--- config.mk ---
export PLATFORM = sky130hd
export DESIGN_NAME = seg_ctrl_param
export DESIGN_NICKNAME = d
export VERILOG_FILES = /design/src/rtl/seg_ctrl_param.sv
export SDC_FILE = /design/constraint.sdc
export NUM_CORES = 1
export LEC_CHECK = 0
export CAP_MARGIN = 20
export CORE_ASPECT_RATIO = 2
export CORE_UTILIZATION = 65
export CTS_CLUSTER_SIZE = 16
export DETAILED_ROUTE_END_ITERATION = 7
export DONT_BUFFER_PORTS = 1
export PLACE_DENSITY = 0.9
export SYNTH_ARGS = -nofsm -noshare
export SYNTH_HDL_FRONTEND = slang
export SYNTH_SLANG_ARGS = --single-unit
--- constraint.sdc ---
create_clock -name clk -period 3.9 [get_ports clk]
set_input_delay 0.78 -clock clk [delete_from_list [all_inputs] [get_ports clk]]
set_output_delay 0.78 -clock clk [all_outputs]
set_load 0.03 [all_outputs]
--- src/rtl/seg_ctrl_param.sv ---
// seg_ctrl_param: sequences filler/data/CRC bits of each K-/K+ code block; define SEG_GAP_EN for GAP_CYC idle cycles between blocks.
// Latency: first wr_en 4 cycles after size_empty falls; END (plus GAP when enabled) separates blocks.
// Backpressure: out_ready=0 holds state and counters in FILL/DATA/CRC and gates wr_en, data_rd and crc_en.
module seg_ctrl_param #(
    parameter int K_PLUS  = 6144,
    parameter int K_MINUS = 1056,
    parameter int CRC_LEN = 24,
    parameter int CNT_W   = 16,
    parameter int NB_W    = 2,
    parameter int GAP_CYC = 6
) (
    input  logic                    clk,
    input  logic                    reset,
    input  logic                    size_empty,
    input  logic [2*NB_W+CNT_W-1:0] size_in,
    output logic                    size_rd,
    input  logic                    data_empty,
    output logic                    data_rd,
    input  logic                    out_ready,
    output logic                    sel_fill,
    output logic                    sel_crc,
    output logic                    crc_init,
    output logic                    crc_en,
    output logic                    crc_nshift,
    output logic                    wr_en,
    output logic                    start,
    output logic                    block_size,
    output logic                    last,
    output logic [2*NB_W-1:0]       blk_idx,
    output logic                    err
);
    typedef enum logic [3:0] {
        S_IDLE, S_FETCH, S_LATCH, S_LOAD, S_FILL, S_DATA, S_CRC, S_END, S_GAP
    } state_t;

    typedef struct packed {
        logic [NB_W-1:0]  cp;
        logic [NB_W-1:0]  cm;
        logic [CNT_W-1:0] f;
    } desc_t;

    typedef struct packed {
        logic size_rd;
        logic sel_fill;
        logic sel_crc;
        logic crc_init;
        logic crc_idle;
        logic crc_nshift;
        logic start;
    } ctl_t;

    // Moore controls are registered from the state being entered.
    function automatic ctl_t decode(input state_t s);
        ctl_t c;
        c.size_rd    = (s == S_FETCH);
        c.sel_fill   = (s == S_DATA) || (s == S_CRC);
        c.sel_crc    = (s == S_CRC);
        c.crc_init   = (s == S_IDLE) || (s == S_END);
        c.crc_idle   = (s == S_IDLE);
        c.crc_nshift = (s == S_FILL) || (s == S_DATA);
        c.start      = (s == S_LOAD);
        return c;
    endfunction

    state_t           state;
    ctl_t             ctl;
    desc_t            d;
    logic [NB_W:0]    d_sum;
    logic [NB_W-1:0]  cp, cm;
    logic [CNT_W-1:0] f, cnt, cnt_dec, kcur, crc_l;
    logic             crc_req, primed, load_fill, cnt_one;
    logic             unused_data_empty;

    assign d                 = size_in;
    assign d_sum             = {1'b0, d.cp} + {1'b0, d.cm};
    assign kcur              = block_size ? CNT_W'(K_PLUS) : CNT_W'(K_MINUS);
    assign crc_l             = crc_req ? CNT_W'(CRC_LEN) : '0;
    assign cnt_one           = (cnt == CNT_W'(1));
    assign cnt_dec           = (cnt == '0) ? cnt : cnt - 1'b1;
    assign load_fill         = (f != '0) && (blk_idx == '0);
    assign unused_data_empty = data_empty;

    // A DATA bit may only leave once its FIFO read has been issued (primed).
    assign wr_en = out_ready && ((state == S_FILL) || (state == S_CRC) ||
                                 (state == S_DATA && primed));
    assign last  = wr_en && cnt_one && ((state == S_CRC) || (state == S_DATA && !crc_req));

    // Reads run one accepted bit ahead of the DATA bit they feed.
    always_comb begin
        data_rd = 1'b0;
        case (state)
            S_LOAD:  data_rd = out_ready && !load_fill;
            S_FILL:  data_rd = wr_en && cnt_one;
            S_DATA:  data_rd = out_ready && (!primed || (cnt > CNT_W'(1)));
            default: data_rd = 1'b0;
        endcase
    end

    assign size_rd    = ctl.size_rd;
    assign sel_fill   = ctl.sel_fill;
    assign sel_crc    = ctl.sel_crc;
    assign crc_init   = ctl.crc_init;
    assign crc_nshift = ctl.crc_nshift;
    assign start      = ctl.start;
    assign crc_en     = ctl.crc_idle || wr_en;

    always_ff @(posedge clk) begin
        if (reset) begin
            state      <= S_IDLE;
            ctl        <= '0;
            err        <= 1'b0;
            block_size <= 1'b0;
            blk_idx    <= '0;
            cp         <= '0;
            cm         <= '0;
            f          <= '0;
            cnt        <= '0;
            crc_req    <= 1'b0;
            primed     <= 1'b0;
        end else begin
            ctl    <= decode(state);
            err    <= 1'b0;
            primed <= data_rd || (primed && !(state == S_DATA && wr_en));
            case (state)
                S_IDLE: begin
                    if (!size_empty) begin
                        state <= S_FETCH;
                        ctl   <= decode(S_FETCH);
                    end
                end
                S_FETCH: begin
                    state <= S_LATCH;
                    ctl   <= decode(S_LATCH);
                end
                S_LATCH: begin
                    cp      <= d.cp;
                    cm      <= d.cm;
                    f       <= d.f;
                    crc_req <= (d_sum > (NB_W+1)'(1));
                    blk_idx <= '0;
                    if (d_sum == '0) begin
                        err   <= 1'b1;
                        state <= S_IDLE;
                        ctl   <= decode(S_IDLE);
                    end else begin
                        block_size <= (d.cm == '0);
                        state      <= S_LOAD;
                        ctl        <= decode(S_LOAD);
                    end
                end
                S_LOAD: begin
                    if (block_size) cp <= (cp == '0) ? cp : cp - 1'b1;
                    else            cm <= (cm == '0) ? cm : cm - 1'b1;
                    if (load_fill) begin
                        cnt   <= f;
                        state <= S_FILL;
                        ctl   <= decode(S_FILL);
                    end else begin
                        cnt   <= kcur - crc_l;
                        state <= S_DATA;
                        ctl   <= decode(S_DATA);
                    end
                end
                S_FILL: begin
                    if (wr_en) begin
                        if (cnt_one) begin
                            cnt   <= kcur - f - crc_l;
                            state <= S_DATA;
                            ctl   <= decode(S_DATA);
                        end else begin
                            cnt <= cnt_dec;
                        end
                    end
                end
                S_DATA: begin
                    if (wr_en) begin
                        if (cnt_one) begin
                            if (crc_req) begin
                                cnt   <= crc_l;
                                state <= S_CRC;
                                ctl   <= decode(S_CRC);
                            end else begin
                                state <= S_END;
                                ctl   <= decode(S_END);
                            end
                        end else begin
                            cnt <= cnt_dec;
                        end
                    end
                end
                S_CRC: begin
                    if (wr_en) begin
                        if (cnt_one) begin
                            state <= S_END;
                            ctl   <= decode(S_END);
                        end else begin
                            cnt <= cnt_dec;
                        end
                    end
                end
                S_END: begin
                    blk_idx <= blk_idx + 1'b1;
                    if ((cp != '0) || (cm != '0)) begin
`ifdef SEG_GAP_EN
                        cnt   <= CNT_W'(GAP_CYC);
                        state <= S_GAP;
                        ctl   <= decode(S_GAP);
`else
                        block_size <= (cm == '0);
                        state      <= S_LOAD;
                        ctl        <= decode(S_LOAD);
`endif
                    end else begin
                        state <= S_IDLE;
                        ctl   <= decode(S_IDLE);
                    end
                end
`ifdef SEG_GAP_EN
                S_GAP: begin
                    if (cnt <= CNT_W'(1)) begin
                        block_size <= (cm == '0);
                        state      <= S_LOAD;
                        ctl        <= decode(S_LOAD);
                    end else begin
                        cnt <= cnt_dec;
                    end
                end
`endif
                default: begin
                    state <= S_IDLE;
                    ctl   <= decode(S_IDLE);
                end
            endcase
        end
    end

`ifndef SEG_GAP_EN
    localparam int unused_gap_cyc = GAP_CYC;
`endif
endmodule
### Yosys cells after proc, flatten, opt, wreduce, memory -nomap -nowiden

Index checks and enable logic that the tools add are counted.

* equality and inequality tests: 23
* reduce and logical (&&, ||, !) cells: 43
* $add $sub $neg: 8
* bitwise logic cells: 1
* order comparisons: 2
* mux-type cells: 48

Operators by type and width (count)
* 2-to-1 mux 16 bit: 9
* one-hot mux 16 bit (4 select lines): 1
* one-hot mux 7 bit (8 select lines): 1
* 2-to-1 mux 6 bit: 8
* 2-to-1 mux 4 bit: 9
* one-hot mux 4 bit (8 select lines): 1
* != test 2 bit, second input constant: 13
* == test 16 x 1 -> 1 bit, second input constant: 1
* == test 4 x 3 -> 1 bit, second input constant: 4
* > comparator 16 x 1 -> 1 bit, second input constant: 1
* zero test 16 bit: 1
* nonzero test 16 bit: 1
* subtractor 13 x 16 -> 16 bit: 1
* subtractor 16 x 1 -> 16 bit, second input constant: 1
* subtractor 16 x 5 -> 16 bit: 1
* subtractor 13 x 5 -> 14 bit: 1
* 2-to-1 mux 13 bit: 1
* 2-to-1 mux 2 bit: 6
* logical AND 1 bit: 10
* logical OR 1 bit: 10
* AND reduction 3 bit: 3
* == test 4 x 2 -> 1 bit, second input constant: 2
* zero test 4 bit: 2
* one-hot mux 2 bit (2 select lines): 2
* 22 further kinds: 35

* flip-flop bits (word level): 55
* bits of input ports: 25

### Depth between registers and ports, before layout

* depth in word-level cells: 8
* mapped depth: 11

### Worst setup path before layout

No wires, ideal clock.

* path kind: reg-to-output
* from: reg f[7]
* to: out data_rd
* stages on the path, launching flop included: 10
* setup slack: 1.153 ns
* buffers on the path: 1
* data required time: 3.120 ns
* arrival time: 1.967 ns
* path through: dfxtp_1 > inv_1 > ha_1 > or4b_1 > nor3_2 > nand2b_1 > buf_2 > nand2_1 > o21ai_0 > a22o_1

* word-level cells in the longest chain between the ends: 5

Ends and longest elaborated chain
* start: declaration: line 70 `logic [CNT_W-1:0] f, cnt, cnt_dec, kcur, crc_l;`
* start signal: assignment: line 138 `f <= d.f;`
* nonzero test 16 bit: line 80 `assign load_fill = (f != '0) && (blk_idx == '0);`
* logical AND 1 bit: line 80
* zero test 1 bit: line 92 `S_LOAD: data_rd = out_ready && !load_fill;`
* logical AND 1 bit: line 92
* one-hot mux 1 bit (3 select lines): line 91 `case (state)`
* end: declaration: line 18 `output logic data_rd,`

Every way passes these cells.

### Final worst setup path

Ends and elaborated chain as after synthesis.

==> metrics.md <==
| Metric | Value |
|---|---|
| Yosys warns | 0 |
| Static Leak | 0.001739 uW |
| Die ar. | 0.007068 mm2 |
| Pin count of the biggest net entering global routing | 61 |
| # resized after CTS | 0 |
| Crit-path cells | inv_1, ha_1, or4b_1, nor3_2, nand2b_1, nand2_1, o21ai_0, a22o_1 |
| Top FF cell, synth | dfxtp_1 |
| Floorplan row count | 41 |
| Post-synth EDFFs | 0 |
| Die Width | 59.95 um |
| Vias/cell | 6.696 |
| Synth Instances | 594 |
| Status | finished, final reports clean |
| H-tree depth | 2 |
| Sequential share of the synthesized area | 24.76% |
| Crit path to | data_rd |
| Final period util | 87.62% |
| Max Cap Viol | 0 |
| Slowest CP cell | or4b_1 |
| CTS clk-pin slew, worst paths | 0.07 ns |
| Hold WC Path Type | reg2reg |
| Total CTS buffers | 5 |
| Setup Skew | 0.006983 ns |
| Detailed-route via count | 4433 |
| Die height | 117.9 um |
| Setup crit start kind | register |
| Peak supply drop | 0.0004979 V |
| Syn Area/Cell | 7.349 um2 |
| Drt pass-1 iters | 6 |
| WS Path Type | reg2out |
| Floorplan Core Area | 0.006412 mm2 |
| Slew HR | 36.20% |
| Final Max Tran Viols | 0 |
| Critical Path Fanout Max | 8 |
| Critical Path End Type | output port |
| Antenna violations before repair | 0 |
| Worst r2r dst | cnt[10] |
| Cell taking the most area after synthesis | dfxtp_1 |
| I/O Buffers | 0 |
| Avg WL per Cell | 19.17 um |
| Layout cell share with drive strength beyond 1 | 6.424% |
| Post-Syn Nets | 655 |
| Mapped Area | 0.004365 mm2 |
| Area contributors post-synth | dfxtp_1 25%, ha_1 10%, nand2_1 7.3% |
| Top cells by count, synth | 85 x nand2_1, 54 x dfxtp_1, 52 x nor2_1, 49 x a21oi_1, 40 x inv_1 |
| Final setup viols | 0 |
| R2R Path Start | crc_req |
| Final #Nets | 636 |
| Antenna viol nets, final | 0 |
| Vias in the first global route | 4342 |
| Synth unique cells | 69 |
| Top Ports | 41 |
| First-pass GRT wire length | 20430 um |
| Post-route DRC | 0 |
| Clk buf depth | 2 |
| Final hold slack | 0.4726 ns |
| Worst slew pin tran | 0.9528 ns |
| Area grow syn2layout | 4.127% |
| Fmax | 0.2926 GHz |
| Total track usage | 37.70% |
| Gr ovfl total | 0 |
| R2r worst-path depth | 11 |
| Reg2reg setup slack | 0.52 ns |
| Synth top area share | 24.76% |
| Final Critical Period | 3.417 ns |
| Post-DP HPWL | 9601 um |
| Final Hold Fails | 0 |
| Initial drt markers | 385 |
| Worst Setup SP | f[7] |
| Initial Util | 68.08% |
| Worst Path Required | 3.12 ns |
| CTS Sinks | 54 |
| CTS tree | done |
| GP Congestion | 0.9817 |
| Fin Setup TNS | 0 ns |
| Asr flop ratio synth | 0% |
| Slowest stage delay, CP | 0.45 ns |
| PD cells | 618.2 mW/mm2 |
| Yosys reg bits | 54 |
| Setup Buffers After CTS | 0 |
| Root buf cell | clkbuf_16 |
| Most common cell in the netlist | nand2_1 |
| Clk_lat worst skew | 0.30 ns |
| Unrepaired setup endpoints after global routing | no |
| # diodes | 0 |
| Post-CTS Hold Buffers | 0 |
| Worst EP arrival | 2.64 ns |
| Total Wirelength | 12690 um |
-- placed cells by master (no fill, tap or decap), types with 11 or more instances in the layout --
cell type / synthesis / final
nand2_1: 85 / 85
a21oi_1: 49 / 49
dfxtp_1: 54 / 54
nand3_1: 14 / 14
nor3_1: 15 / 15
inv_1: 40 / 40
ha_1: 35 / 35
o21ai_0: 35 / 35
a211oi_1: 11 / 11
nor2_1: 52 / 52
-- per-stage QoR --
step / utilization [%] / std cells / worst slack [ns] / power [uW] / instance area (um2)
floorplan: - / 594 / 1.153 / 1907 / 4365
global placement: 67.98 / 653 / 0.7792 / 2193 / 4359
detailed placement: 67.98 / 653 / 0.6451 / 2230 / 4359
CTS: 70.67 / 661 / 0.4971 / 2759 / 4532
global route: 70.89 / 662 / 0.3283 / 2998 / 4546
finish: 70.89 / 662 / 0.4828 / 2810 / 4546
-- logic make-up (layout without fill, tap and decap cells) --
group / count (synthesis) / count (layout) / synth area share, %
DFF: 54 / 54 / 24.76
adders and majority gates: 36 / 36 / 10.49
AOI/OAI and AO/OA: 165 / 165 / 23.99
and+or+nand+nor: 243 / 243 / 28.69
buffers and inverters: 74 / 56 / 7.251
xor gates and xnor gates: 10 / 10 / 2.006
muxes: 12 / 12 / 2.809
-- worst min path at each step --
| stage | startpoint | endpoint | slack, ns | depth (start not counted) |
|---|---|---|---|---|
| floorplan | cp[1] | cp[1] | 0.44 | 2 |
| global placement | cp[1] | cp[1] | 0.45 | 2 |
| detailed placement | f[7] | f[7] | 0.46 | 2 |
| CTS | f[7] | f[7] | 0.47 | 2 |
| global route | cp[1] | cp[1] | 0.50 | 2 |
| finish | f[7] | f[7] | 0.47 | 2 |
-- layout make-up --
cell class	count	area (um2)
sequential	54	1081
timing repair buffer	8	66.31
clock inverter	3	47.55
clock buffer	5	125.1
tap	86	107.6
inverter	40	150.1
multi-input combinational	466	2968
fill	554	1867
-- routing by layer --
| metal | wire length (um) | GRT usage, % | part of all wire [%] |
|---|---|---|---|
| met5 | 0 | 0 | 0 |
| met3 | 830 | 7.582 | 6.5 |
| met2 | 6783 | 65.63 | 53 |
| met4 | 795 | 23.55 | 6.3 |
| met1 | 4282 | 38.70 | 34 |
-- report_power, final --
part	switching (uW)	internal, uW	total [uW]
clock	220	307	527
combinational	962	589	1550
sequential	117	616	733
total	1300	1510	2810
-- critical path: cells and delay by family (launching register included) --
family / cells / cell delay [ns]
buffers and inverters: 1 / 0.13
AND/OR/NAND/NOR: 4 / 1.23
adder cells (fa/ha/maj): 1 / 0.17
flip-flops: 1 / 0.33
AO/OA/AOI/OAI: 2 / 0.49
-- registers in the layout, summed over array words and instances (netlist names), 2 cells and up --
register / flops
blk_idx: 4
cm: 2
cnt: 16
cp: 2
f: 16
state: 3
Note: power is estimated with default switching activity, not from simulation.
